**src/rtl/wb_stage_pipelined.sv**
```systemverilog
// Write-back stage: selects/format result, drives RF write port, forwarding tap, retire counter.
// Latency: one cycle from input sample to registered outputs.
// Backpressure: stall holds every register; flush kills the incoming instruction even under stall.
module wb_stage_pipelined #(
    parameter int XLEN   = 32,
    parameter int CNT_W  = 64,
    parameter int PC_INC = 4
) (
    input  logic             clk,
    input  logic             rst_n,
    input  logic             in_valid,
    input  logic             stall,
    input  logic             flush,
    input  logic [XLEN-1:0]  alu_result,
    input  logic [XLEN-1:0]  mem_rdata,
    input  logic [XLEN-1:0]  pc,
    input  logic [XLEN-1:0]  csr_rdata,
    input  logic [1:0]       data_select,
    input  logic [2:0]       load_funct3,
    input  logic [2:0]       addr_lsb,
    input  logic [4:0]       rd_addr,
    input  logic             reg_write,
    output logic             rf_we,
    output logic [4:0]       rf_waddr,
    output logic [XLEN-1:0]  rf_wdata,
    output logic             wb_valid,
    output logic             fwd_valid,
    output logic [4:0]       fwd_addr,
    output logic [XLEN-1:0]  fwd_data,
    output logic [CNT_W-1:0] instret
);

    logic [2:0]      byte_off;
    logic [XLEN-1:0] shifted;
    logic [XLEN-1:0] load_data;
    logic [XLEN-1:0] link_data;
    logic [XLEN-1:0] sel_data;
    logic            lsb_unused;

    // Only a 64-bit datapath has eight byte lanes, so bit 2 of the offset is ignored for 32-bit.
    assign lsb_unused = addr_lsb[2];

    // Align the load word so the addressed byte sits in lane 0; misaligned offsets pass through as-is.
    always_comb begin
        byte_off = (XLEN == 64) ? addr_lsb : {1'b0, addr_lsb[1:0]};
        shifted  = mem_rdata >> {byte_off, 3'b000};
    end

    // Sign/zero extension per load type; LW on a 32-bit datapath is just the shifted word.
    always_comb begin
        load_data = shifted;
        case (load_funct3)
            3'b000:  load_data = XLEN'($signed(shifted[7:0]));
            3'b001:  load_data = XLEN'($signed(shifted[15:0]));
            3'b010:  load_data = XLEN'($signed(shifted[31:0]));
            3'b100:  load_data = XLEN'(shifted[7:0]);
            3'b101:  load_data = XLEN'(shifted[15:0]);
            3'b110:  load_data = XLEN'(shifted[31:0]);
            default: load_data = shifted;
        endcase
    end

    // Result source mux; link address wraps modulo 2^XLEN.
    always_comb begin
        link_data = pc + XLEN'(PC_INC);
        case (data_select)
            2'b00:   sel_data = alu_result;
            2'b01:   sel_data = load_data;
            2'b10:   sel_data = link_data;
            default: sel_data = csr_rdata;
        endcase
    end

    // Valid/write-enable: flush wins over stall, stall holds, otherwise accept.
    always_ff @(posedge clk or negedge rst_n) begin
        if (!rst_n) begin
            wb_valid <= 1'b0;
            rf_we    <= 1'b0;
        end else if (flush) begin
            wb_valid <= 1'b0;
            rf_we    <= 1'b0;
        end else if (!stall) begin
            wb_valid <= in_valid;
            rf_we    <= in_valid & reg_write & (rd_addr != 5'd0);
        end
    end

    // Address/data follow the accept path; their value after a flush is irrelevant.
    always_ff @(posedge clk or negedge rst_n) begin
        if (!rst_n) begin
            rf_waddr <= 5'd0;
            rf_wdata <= '0;
        end else if (!stall) begin
            rf_waddr <= rd_addr;
            rf_wdata <= sel_data;
        end
    end

    // An instruction retires when it leaves the stage, regardless of whether it writes rd.
    always_ff @(posedge clk or negedge rst_n) begin
        if (!rst_n) begin
            instret <= '0;
        end else if (wb_valid && !stall) begin
            instret <= instret + CNT_W'(1);
        end
    end

    assign fwd_valid = rf_we;
    assign fwd_addr  = rf_waddr;
    assign fwd_data  = rf_wdata;

endmodule
```
**config.mk**
```make
export PLATFORM = sky130hd
export DESIGN_NAME = wb_stage_pipelined
export DESIGN_NICKNAME = d
export VERILOG_FILES = /design/src/rtl/wb_stage_pipelined.sv
export SDC_FILE = /design/constraint.sdc
export NUM_CORES = 1
export LEC_CHECK = 0
export ABC_CLOCK_PERIOD_IN_PS = 2250
export CAP_MARGIN = 20
export CORE_MARGIN = 2
export CORE_UTILIZATION = 40
export CTS_CLUSTER_SIZE = 10
export DETAILED_ROUTE_END_ITERATION = 10
export PLACE_DENSITY = 0.73
export SETUP_SLACK_MARGIN = 0.15
export SLEW_MARGIN = 20
export SYNTH_ARGS = -nofsm -noshare
export SYNTH_HDL_FRONTEND = slang
export SYNTH_SLANG_ARGS = --single-unit
```
**constraint.sdc**
```tcl
create_clock -name clk -period 2.25 [get_ports clk]
set_clock_uncertainty 0.2 [all_clocks]
set_input_delay 0.675 -clock clk [delete_from_list [all_inputs] [get_ports clk]]
set_output_delay 0.675 -clock clk [all_outputs]
set_load 0.01 [all_outputs]
```
======== After elaboration in Yosys (flattened, before gate mapping) ========
Index checks and enable logic that the tools add are counted.
word-level totals
  memories ................................ 0
  logic and storage cells ................. 27
  RAM bits ................................ 0
  register bits ........................... 103
  output and inout bits ................... 141
  bits in read-only memories .............. 0
  bits in latches ......................... 0
cells by class
  $mul .................................... 0
  reductions and logical operators ........ 5
  muxes and demuxes ....................... 6
  order comparisons ....................... 0
  equal/unequal tests ..................... 6
  bitwise gates (word level) .............. 2
  divide/modulo/power cells ............... 0
  add/subtract/negate cells ............... 2
  shift-type cells ........................ 1
operator list
  cell                     number
  $pmux W32 S4             1
  $pmux W32 S3             1
  $add A64 B1 Y64 const B  1
  $add A32 B3 Y32 const B  1
  $shr A32 B5 Y32          1
  $eq A3 B3 Y1 const B     2
  $reduce_bool A5 Y1       1
  $mux W1                  4
  $eq A3 B1 Y1 const B     1
  $logic_not A3 Y1         1
  $and A1 B1 Y1            2
  $eq A2 B1 Y1 const B     1
  $eq A2 B2 Y1 const B     1
  $logic_not A2 Y1         1
  $ne A2 B1 Y1 const B     1
  $logic_and A1 B1 Y1      1
  $logic_not A1 Y1         1

======== Logic depth before layout (Yosys ltp) ========
  depth after elaboration ................. 4
  gate-level depth with buffers ........... 8
  gate-level depth less buffers ........... 6

======== Worst setup path before layout ========
OpenSTA, ideal clock, no wires.
  kind .................................... in2reg
  start point ............................. input pc[2]
  end point ............................... register rf_wdata[20], in the netlist fwd_data[20]
  arrival ................................. 2.254 ns
  path slack .............................. -0.282 ns
  path buffers ............................ 0
  stages on the path ...................... 6
  required time ........................... 1.972 ns
  path through ............................ ha_1 > nand2_1 > or3_1 > or4_1 > or3_1 > a21boi_1
between the ends
  cells in the longest elaborated chain, start to end .. 2
ends and longest elaborated chain
  element               line  RTL
  start, declared       16    input logic [XLEN-1:0] pc,
  $add A32 B3 Y32       65    link_data = pc + XLEN'(PC_INC);
  $pmux W32 S3          66    case (data_select)
  end signal, assigned  95    rf_wdata <= sel_data;
  end, declared         25    output logic [XLEN-1:0] rf_wdata,
No other way between the ends.
A chain may end at the register's enable or synchronous reset.

======== Final worst setup path ========
  start point ............................. input data_select[1]
  end point ............................... register rf_wdata[20], in the netlist fwd_data[20]
between the ends
  cells in the longest elaborated chain, start to end .. 2
  elaborated cells on any way between the ends .. 4
  classes of those cells .................. eq/ne (2); mux (1); reduce/logical (1)
ends and longest elaborated chain
  element                                     line  RTL
  start, declared                             18    input logic [1:0] data_select,
  $eq A2 B2 Y1, or another cell as far along  66
  $pmux W32 S3 *                              66
Every way passes the cells marked *; elsewhere a longest branch is shown, timed or not.

==> flow_summary.yaml <==
worst_setup_path:
  max_stage_delay_ps: 370
  endpoint_kind: "flop"
  crit_family: "compound AO/OA/AOI/OAI gates"
  critPathKind: "in2reg"
  crit_chain: "dlygate4sd2_1 -> buf_4 -> buf_4 -> nand2_4 -> nand2b_1 -> a221o_1 -> a311oi_2 -> a21boi_2"
  cp_data_arrival_time_ps: 2290
  critPathBufInv: 3
  critPathRequiredTime_ps: 2290
  start_kind: "input pin"
  cp_slowest_cell: "a311oi_2"
  critPathMaxFanout: 12
  cp_common_cell: "buf_4"
routing:
  wl_per_cell_um: 20.0
  vias: 7779
  drtPass1Iterations: 6
  drt-initial-drc-count: 657
  via_per_inst: 5.53
  drc: 0
  finalWirelength_um: 28200
  antenna_left: 0
yosys:
  avgSynthCellArea_um2: 9.05
  synthArstFlopShare: 1.00
  synthXorXnorAreaFrac: 0.104
  ys_seq_area_frac: 0.384
  synth_adder_area_share: 0.00373
  synth-edff-count: 0
  synth_area_leader_cell: "dfrtp_1"
  yosysWarnings: 0
  syn_nets: 890
  synth_area_mm2: 0.00671
  synth_top_family_by_area: "simple AND/OR/NAND/NOR gates"
  synth_compound_area_frac: 0.129
  yosys.area_share.simple: 0.222
  synth_top_area_share: 0.384
  ys_ff_latch: 103
  yosys-mux-area-fraction: 0.0791
  yosys.cell_types.count: 58
  syn_inst: 741
  synth_top_flop_cell: "dfrtp_1"
  synth.area.top_cells: "dfrtp_1, xnor2_1, xor2_1"
timing:
  final_hold_viol_count: 0
  fmax_ghz: 0.444
  worst_pin_slew_ps: 492
  maxSlewViolCount: 0
  finalCritPeriodShare: 1.00
  worst_slew_margin_rel: 0.669
  rsz0062_at_grt: "yes"
  fin_crit_ps: 2250
  setup_ws_ps: -1.25
  setup_viol: 1
floorplanning:
  die_width_um: 133
  fp.dieH_um: 133
  num_io_pins: 288
  initial_utilization: 0.407
  rows: 47
  core_area_mm2: 0.0165
  die_area_mm2: 0.0178
finish:
  fill_cells: 1206
  drive_above_1_share: 0.325
  area_delta_synth_final_pct: 82.6
  num-nets-final: 1330
  instances_no_fill: 1407
global_routing:
  grt_pass1_vias: 7510
  grt_max_degree: 41
  grt_first_pass_wirelength_um: 40600
  grtUsageTotal: 0.296
  antenna_found_initial: 1
  overflow: 0
placed_design:
  place_congestion: 1.02
  port_buffers: 286
  dp_hpwl_um: 20700
  place_ws_ps: -858
  placed_cells: 1324
power_and_ir_drop:
  p_total_mw: 5.53
  p_leak_nw: 5.99
  power_density_mw_per_mm2: 451
  peakVddDrop_mv: 0.422
status:
  status: "finished, violations left"
  violations: "negative setup slack"
hold_path:
  min_path_type: "reg2reg"
clocking:
  cts_tree: "done"
  cts_buffers: 9
  cts.clk_slew.worst_paths_ps: 80
  ctsHtreeMaxLevel: 3
  worstSkewPairLatency_ps: 360
  cts.sinks: 103
  cts_buffer_depth: 2
  cts-root-buf: "clkbuf_16"
job:
  maxCapViolations: 0
state kept, by name, summed over array words and instances (netlist names):
register	flops
instret	64
wb_valid	1
fwd_valid	1
fwd_data	32
fwd_addr	5
what timing repair did:
| action | 4_1_cts | 5_1_grt |
|---|---|---|
| gates cloned | 1 | 2 |
| buffers inserted | 36 | 26 |
| hold buffers | 1 | 0 |
| pin swaps | 30 | 51 |
| setup endpoints to repair | 197 | 56 |
| resized for setup | 307 | 86 |
| hold endpoints to repair | 7 | 0 |
kinds of logic (layout without fill, tap and decap cells):
logic type | Yosys count | count (layout)
AO/OA/AOI/OAI | 130 | 130
XOR/XNOR | 80 | 80
adder cells (fa/ha/maj) | 2 | 2
buffers and inverters | 98 | 543
flip-flops | 103 | 103
multiplexers | 42 | 42
other | 0 | 1
AND/OR/NAND/NOR | 286 | 286
path summary, 6_finish.rpt:
path / cells after the start / end / slack (ps) / from
setup / recovery: 8 / fwd_data[20]$_DFFE_PN0N_ / -1 / data_select[1]
hold / removal: 1 / instret[63]$_DFFE_PN0P_ / 290 / instret[63]$_DFFE_PN0P_
setup reg to reg: 7 / instret[17]$_DFFE_PN0P_ / 90 / instret[6]$_DFFE_PN0P_
hold reg to reg: 1 / instret[63]$_DFFE_PN0P_ / 290 / instret[63]$_DFFE_PN0P_
max in group asynchronous: 3 / instret[4]$_DFFE_PN0P_ / 840 / rst_n
min in group asynchronous: 2 / instret[14]$_DFFE_PN0P_ / 490 / rst_n
power by group:
| group | internal (mW) | total [mW] | leakage (nW) | switching (mW) |
|---|---|---|---|---|
| clock network | 1.09 | 1.86 | 0.170 | 0.767 |
| registers | 1.97 | 2.10 | 1.30 | 0.124 |
| logic | 0.862 | 1.57 | 4.52 | 0.710 |
| total | 3.93 | 5.53 | 5.99 | 1.60 |
Yosys cell counts, types with 17 or more instances:
master,number
xnor2_1,40
nor2_1,55
clkbuf_1,23
nor4_1,27
inv_1,24
buf_4,38
nand4_1,24
dfrtp_1,103
nor3_1,32
o21ai_0,22
xor2_1,40
mux2i_1,17
a21oi_1,32
nand2_1,57
nand3_1,36
mux2_2,18
metrics by stage:
stage          cell area, um^2  utilization  hold WS [ps]  setup TNS [ps]
6_report                 12300        0.744           286           -1.25
5_1_grt                  12200        0.744           311           -15.2
4_1_cts                  11600        0.702           285               0
3_5_place_dp             10900        0.662           280          -20490
3_3_place_gp             10900        0.662           261          -19470
2_1_floorplan             7080            -           179            -649
layout make-up:
| type | instances | area [um^2] | area share |
|---|---|---|---|
| Sequential cell | 103 | 2590 | 0.211 |
| Inverter | 24 | 90.1 | 0.00735 |
| Timing Repair Buffer | 503 | 4560 | 0.372 |
| Multi-Input combinational cell | 540 | 4390 | 0.358 |
| Antenna cell | 1 | 2.50 | 0.000204 |
| Clock buffer | 9 | 225 | 0.0184 |
| Clock inverter | 7 | 118 | 0.00960 |
| Tap cell | 220 | 275 | 0.0225 |
per-layer routing:
metal / GRT usage / part of all wire / up-vias / wire (um)
met2: 0.529 / 0.51 / 434 / 14500
li1: - / - / 3548 / -
met1: 0.349 / 0.37 / 3723 / 10300
met4: 0.109 / 0.035 / 0 / 976
met3: 0.0624 / 0.085 / 74 / 2410
met5: 0 / 0 / - / 0
placed cells by master, fill, tap and decap left out, types with 27 or more instances in the layout:
cell             count
dfrtp_1             95
dlygate4sd2_1      160
nand3_1             29
buf_4              183
clkdlybuf4s50_1     98
xnor2_1             40
a21oi_1             27
nor2_1              54
nand2_1             50
buf_6               34
xor2_1              40
Note: power is estimated with default switching activity, not from simulation.
